--- config.mk ---
export PLATFORM = sky130hd
export DESIGN_NAME = spi_slave_responder
export DESIGN_NICKNAME = d
export VERILOG_FILES = /design/src/rtl/spi_slave_responder.sv
export SDC_FILE = /design/constraint.sdc
export NUM_CORES = 1
export LEC_CHECK = 0
export ABC_CLOCK_PERIOD_IN_PS = 1530
export CORE_UTILIZATION = 36
export DETAILED_ROUTE_END_ITERATION = 10
export PLACE_DENSITY_LB_ADDON = 0.12
export SLEW_MARGIN = 0
export SYNTH_ARGS = -nofsm -noshare
export SYNTH_HDL_FRONTEND = slang
export SYNTH_SLANG_ARGS = --single-unit
--- constraint.sdc ---
create_clock -name Clock -period 1.53 [get_ports Clock]
set_input_delay 0.306 -clock Clock [delete_from_list [all_inputs] [get_ports Clock]]
set_output_delay 0.306 -clock Clock [all_outputs]
set_load 0.01 [all_outputs]
--- src/rtl/spi_slave_responder.sv ---
// -----------------------------------------------------------------------------
// spi_slave_responder
//   Mode-0 SPI slave that answers an SPI master. Every frame shifts a preloaded
//   N-bit word out on MISO (MSB first) while capturing N MOSI bits into dataO.
//   The serial pins are oversampled in the Clock domain, so SCLK must be slow
//   relative to Clock (each phase at least 4 Clock cycles).
//
// Ports
//   Clock    system clock
//   Reset    asynchronous, active-low reset
//   data     word to transmit in the next frame
//   load     1-cycle strobe, captures data into the transmit buffer
//   busy     high while a frame is in progress
//   arrived  1-cycle pulse, N bits received and dataO updated
//   aborted  1-cycle pulse, CS released before N bits were received
//   dataO    last complete received word
//   SCLK     serial clock from the master, idle low
//   MOSI     master-to-slave data
//   MISO     slave-to-master data, 0 when not shifting
//   CS       chip select, active low
// -----------------------------------------------------------------------------
module spi_slave_responder #(
  parameter int N    = 15,
  parameter int CNTW = 4
) (
  input  logic         Clock,
  input  logic         Reset,
  input  logic [N-1:0] data,
  input  logic         load,
  output logic         busy,
  output logic         arrived,
  output logic         aborted,
  output logic [N-1:0] dataO,
  input  logic         SCLK,
  input  logic         MOSI,
  output logic         MISO,
  input  logic         CS
);

  typedef enum logic [1:0] {S_IDLE, S_SHIFT, S_WAIT} state_t;

  state_t          state;
  logic [N-1:0]    tx_buf;
  logic [N-2:0]    shreg;   // bits still to send; the MSB is already on MISO
  logic [N-2:0]    rxreg;   // bits received so far in this frame
  logic [CNTW-1:0] bitcnt;

  logic sclk_s1, sclk_s2, sclk_d;
  logic cs_s1, cs_s2, cs_d;
  logic mosi_s1, mosi_s2;

  // Two synchroniser flops per pin, plus a third on SCLK/CS for edge detection.
  // NOTE: synchroniser flops reset to the idle pin levels (SCLK low, CS high)
  // so that leaving reset never fabricates an edge on an idle bus.
  always_ff @(posedge Clock or negedge Reset) begin
    if (!Reset) begin
      sclk_s1 <= 1'b0;
      sclk_s2 <= 1'b0;
      sclk_d  <= 1'b0;
      cs_s1   <= 1'b1;
      cs_s2   <= 1'b1;
      cs_d    <= 1'b1;
      mosi_s1 <= 1'b0;
      mosi_s2 <= 1'b0;
    end else begin
      sclk_s1 <= SCLK;
      sclk_s2 <= sclk_s1;
      sclk_d  <= sclk_s2;
      cs_s1   <= CS;
      cs_s2   <= cs_s1;
      cs_d    <= cs_s2;
      mosi_s1 <= MOSI;
      mosi_s2 <= mosi_s1;
    end
  end

  logic sclk_rise, sclk_fall, cs_fall, cs_rise;
  assign sclk_rise = sclk_s2 & ~sclk_d;
  assign sclk_fall = ~sclk_s2 & sclk_d;
  assign cs_fall   = ~cs_s2 & cs_d;
  assign cs_rise   = cs_s2 & ~cs_d;

  // A load coinciding with the CS fall must win over the older buffer contents.
  logic [N-1:0] tx_sel;
  assign tx_sel = load ? data : tx_buf;

  logic [N-1:0] rx_next;
  assign rx_next = {rxreg, mosi_s2};

  assign busy = (state != S_IDLE);

  // NOTE: every register here is sequential state, so only non-blocking
  // assignments are used; the pulse outputs default low each cycle.
  always_ff @(posedge Clock or negedge Reset) begin
    if (!Reset) begin
      state   <= S_IDLE;
      tx_buf  <= '0;
      shreg   <= '0;
      rxreg   <= '0;
      bitcnt  <= '0;
      dataO   <= '0;
      MISO    <= 1'b0;
      arrived <= 1'b0;
      aborted <= 1'b0;
    end else begin
      arrived <= 1'b0;
      aborted <= 1'b0;
      if (load) tx_buf <= data;

      case (state)
        S_IDLE: begin
          MISO <= 1'b0;
          if (cs_fall) begin
            shreg  <= tx_sel[N-2:0];
            MISO   <= tx_sel[N-1];
            bitcnt <= '0;
            state  <= S_SHIFT;
          end
        end

        S_SHIFT: begin
          // CS release takes priority over any SCLK edge in the same cycle.
          if (cs_rise) begin
            aborted <= 1'b1;
            MISO    <= 1'b0;
            state   <= S_IDLE;
          end else if (sclk_rise) begin
            rxreg  <= rx_next[N-2:0];
            bitcnt <= bitcnt + 1'b1;
            if (bitcnt == CNTW'(N - 1)) begin
              dataO   <= rx_next;
              arrived <= 1'b1;
              MISO    <= 1'b0;
              state   <= S_WAIT;
            end
          end else if (sclk_fall) begin
            MISO  <= shreg[N-2];
            shreg <= shreg << 1;
          end
        end

        S_WAIT: begin
          // Surplus SCLK edges are ignored until the master releases CS.
          MISO <= 1'b0;
          if (cs_rise) state <= S_IDLE;
        end

        default: begin
          MISO  <= 1'b0;
          state <= S_IDLE;
        end
      endcase
    end
  end

endmodule

==> run metrics <==
Largest stage delay, worst path 0.40 ns; Distinct cells, synth 34; placed cells 377; leading cell type in the layout, fill and taps excluded dfrtp_1; minimum clock period 1.54 ns; Synth Area in Compound Gates 8.30%; Yosys reg bits 75; final period utilization 101%; Ports 40; DP HPWL 3620 um; Pre-antenna DRT Iters 4; worst-path cell chain inv_2 -> ha_4 -> and3_4 -> nand4_4 -> clkbuf_16 -> mux2_4; CTS tree yes; PortBufs 39; CP Launch Point bitcnt[0]$_DFFE_PN0P_; core area 8340 sq um; Chip Height 95.5 um; initial DRC count 51; final-report hold violation count 0; gr ovfl total 0; Avg Inst Size Synth 14.3 sq um; Worst Tran Pin Value 0.353 ns; critical path class reg -> reg; ratio of cells with drive above 1 in the final layout 40.6%; max-slew violations 0; worst setup margin -0.00969 ns; Worst Setup EP dataO[6]$_DFFE_PN0P_; clk_lat worst skew 0.34 ns; synthesis-to-finish area growth 35.0%; fin cells 403; total CTS buffers 9; reg2reg end dataO[6]$_DFFE_PN0P_; Lkg Pwr 2.02 nW; Sw Ratio 26.7%; Final GP Congestion 0.713; crit start category flip-flop; R2R depth 6; Arr. time, crit path 1.77 ns; Comb pwr share 19.4%; Slew HR 76.5%; violated checks negative setup slack; routed vias/inst 4.77; P_int 3.65 mW; routed length per instance 15.0 um; status finished, violations left; CTS max path bufs 2; Place WS -0.250 ns; clk root buf clkbuf_8; Post-route DRC 0; f_max 0.649 GHz; Initial Util 37.8%; Overall Power 4.97 mW; Synth top area share 57.2%; DIE AREA 9130 sq um; Max VDD drop 0.000500 V; Synth Instances 221; Crit. End Element flip-flop; Hold Crit Class reg -> reg; Sequential Power Share 49.7%; largest family of logic cells by synthesized area multiplexers; Synth Flop Type dfrtp_1; CTS H-tree depth 3; Max-Cap Viols 0; Setup Viol. Count Final 8; XOR/XNOR Fraction of Synth Area 0%; Diodes inserted 0; Post-synth EDFFs 0; reg-to-reg startpoint bitcnt[0]$_DFFE_PN0P_; via count 1924; slowest cell on the critical path dfrtp_1; final wirelength 6030 um; Cell Pwr Density 1170 nW/um^2; initial antenna violation count 0; Synth Area in Adders 1.59%; leading cell types in the layout, fill and taps excluded dfrtp_1, mux2_2, buf_4; Worst-path clk slew 0.08 ns; largest net degree at the start of global routing 41; part of the Yosys area used for sequential elements 59.7%; Synth Warn # 0; GRT Overall Usage 14.3%; Sw Pwr 1.33 mW; area leader, netlist dfrtp_1; worst hold-check slack 0.357 ns; FF-to-FF setup slack -0.01 ns; Post-Syn Area 3150 sq um; Nets 318; Synth Net Count 246; CP required 1.76 ns; first-pass GRT wire length 9760 um; row count 33; CTS sink count 75; simple logic cell fraction of the synthesized area 5.36%; Async SR Flop Fraction 100%; vias in the first global route 2044; skew final 0.00784 ns; Clk pwr share 30.9%; fill cell count 749; die span in x 95.5 um; RSZ-0062 raised after global routing yes; CP max FO 8; Area contributors post-synth dfrtp_1, mux2_2, mux2_4; multiplexer area fraction after synthesis 21.3%; Detail Route Antenna Nets 0
area by class of cell:
| cell class | count | area, sq um | area share (%) |
|---|---|---|---|
| Clock buffer | 11 | 141 | 3.33 |
| Clock inverter | 5 | 61.3 | 1.44 |
| Timing Repair Buffer | 75 | 764 | 18.0 |
| Sequential cell | 75 | 1880 | 44.3 |
| Inverter | 6 | 22.5 | 0.530 |
| Multi-Input combinational cell | 126 | 1250 | 29.3 |
| Tap cell | 105 | 131 | 3.09 |
cell usage after synthesis (all sizes together), types with 3 or more instances:
cell type / number
a21oi: 4
buf: 11
clkbuf: 4
dfrtp: 72
dfstp: 3
ha: 4
inv: 6
mux2: 45
mux2i: 13
nand2: 3
nand2b: 3
o21ai: 20
o31ai: 13
stage by stage:
step / util (%) / area, sq um / TNS, ns
4_1_cts: 49.1 / 4100 / -0.0116
5_1_grt: 51.0 / 4250 / -1.36
2_1_floorplan: - / 3160 / 0
3_5_place_dp: 46.3 / 3860 / -4.18
6_report: 51.0 / 4250 / -0.0445
3_3_place_gp: 46.3 / 3860 / -3.34
routing by layer:
| layer | track usage (%) | share of wire [%] |
|---|---|---|
| met5 | 0 | 0 |
| met4 | 5.97 | 1.4 |
| met3 | 4.31 | 4.0 |
| met2 | 22.2 | 47 |
| met1 | 18.4 | 47 |
worst min path at each step:
| stage | start | endpoint | slack [ns] | depth (start not counted) |
|---|---|---|---|---|
| floorplan | Reset | MISO$_DFFE_PN0P_ | 0.01 | 0 |
| global placement | Reset | dataO[9]$_DFFE_PN0P_ | 0.24 | 1 |
| detailed placement | Reset | dataO[9]$_DFFE_PN0P_ | 0.24 | 1 |
| CTS | CS | cs_s1$_DFF_PN1_ | 0.35 | 1 |
| global route | CS | cs_s1$_DFF_PN1_ | 0.36 | 1 |
| finish | cs_s1$_DFF_PN1_ | cs_s2$_DFF_PN1_ | 0.36 | 0 |
registers in the layout, summed over array words and instances, names as in the netlist, 2 cells and up:
register	cells
state	2
rxreg	14
shreg	14
tx_buf	15
bitcnt	4
dataO	15
worst max-delay path: cells and delay by family (launching register included):
| kind | cells | cell delay, ns |
|---|---|---|
| and+or+nand+nor | 2 | 0.33 |
| muxes | 1 | 0.30 |
| buffers and inverters | 2 | 0.29 |
| DFF | 1 | 0.40 |
| adders and majority gates | 1 | 0.12 |
what timing repair did:
| item | 4_1_cts | 5_1_grt |
|---|---|---|
| hold buffers | 1 | 0 |
| endpoints found under the setup margin | 66 | 49 |
| gates cloned | 0 | 2 |
| pin swaps | 2 | 5 |
| endpoints found under the hold margin | 21 | 0 |
| resized for setup | 33 | 21 |
| buffers inserted | 1 | 6 |
cell families after synthesis:
kind of cell,after synthesis
simple gates,21
mux,58
compound gates,42
buf+inv,21
fa+ha+maj,4
flops,75
power by group through the flow:
stage	Sequential (mW)	Combinational, mW	Clock, mW
floorplan	2.45	0.540	0
global placement	2.50	0.854	0
detailed placement	2.50	0.868	0
CTS	2.46	0.896	1.61
global route	2.52	1.07	1.70
finish	2.47	0.963	1.54
Power figures use the tool's default switching activity.
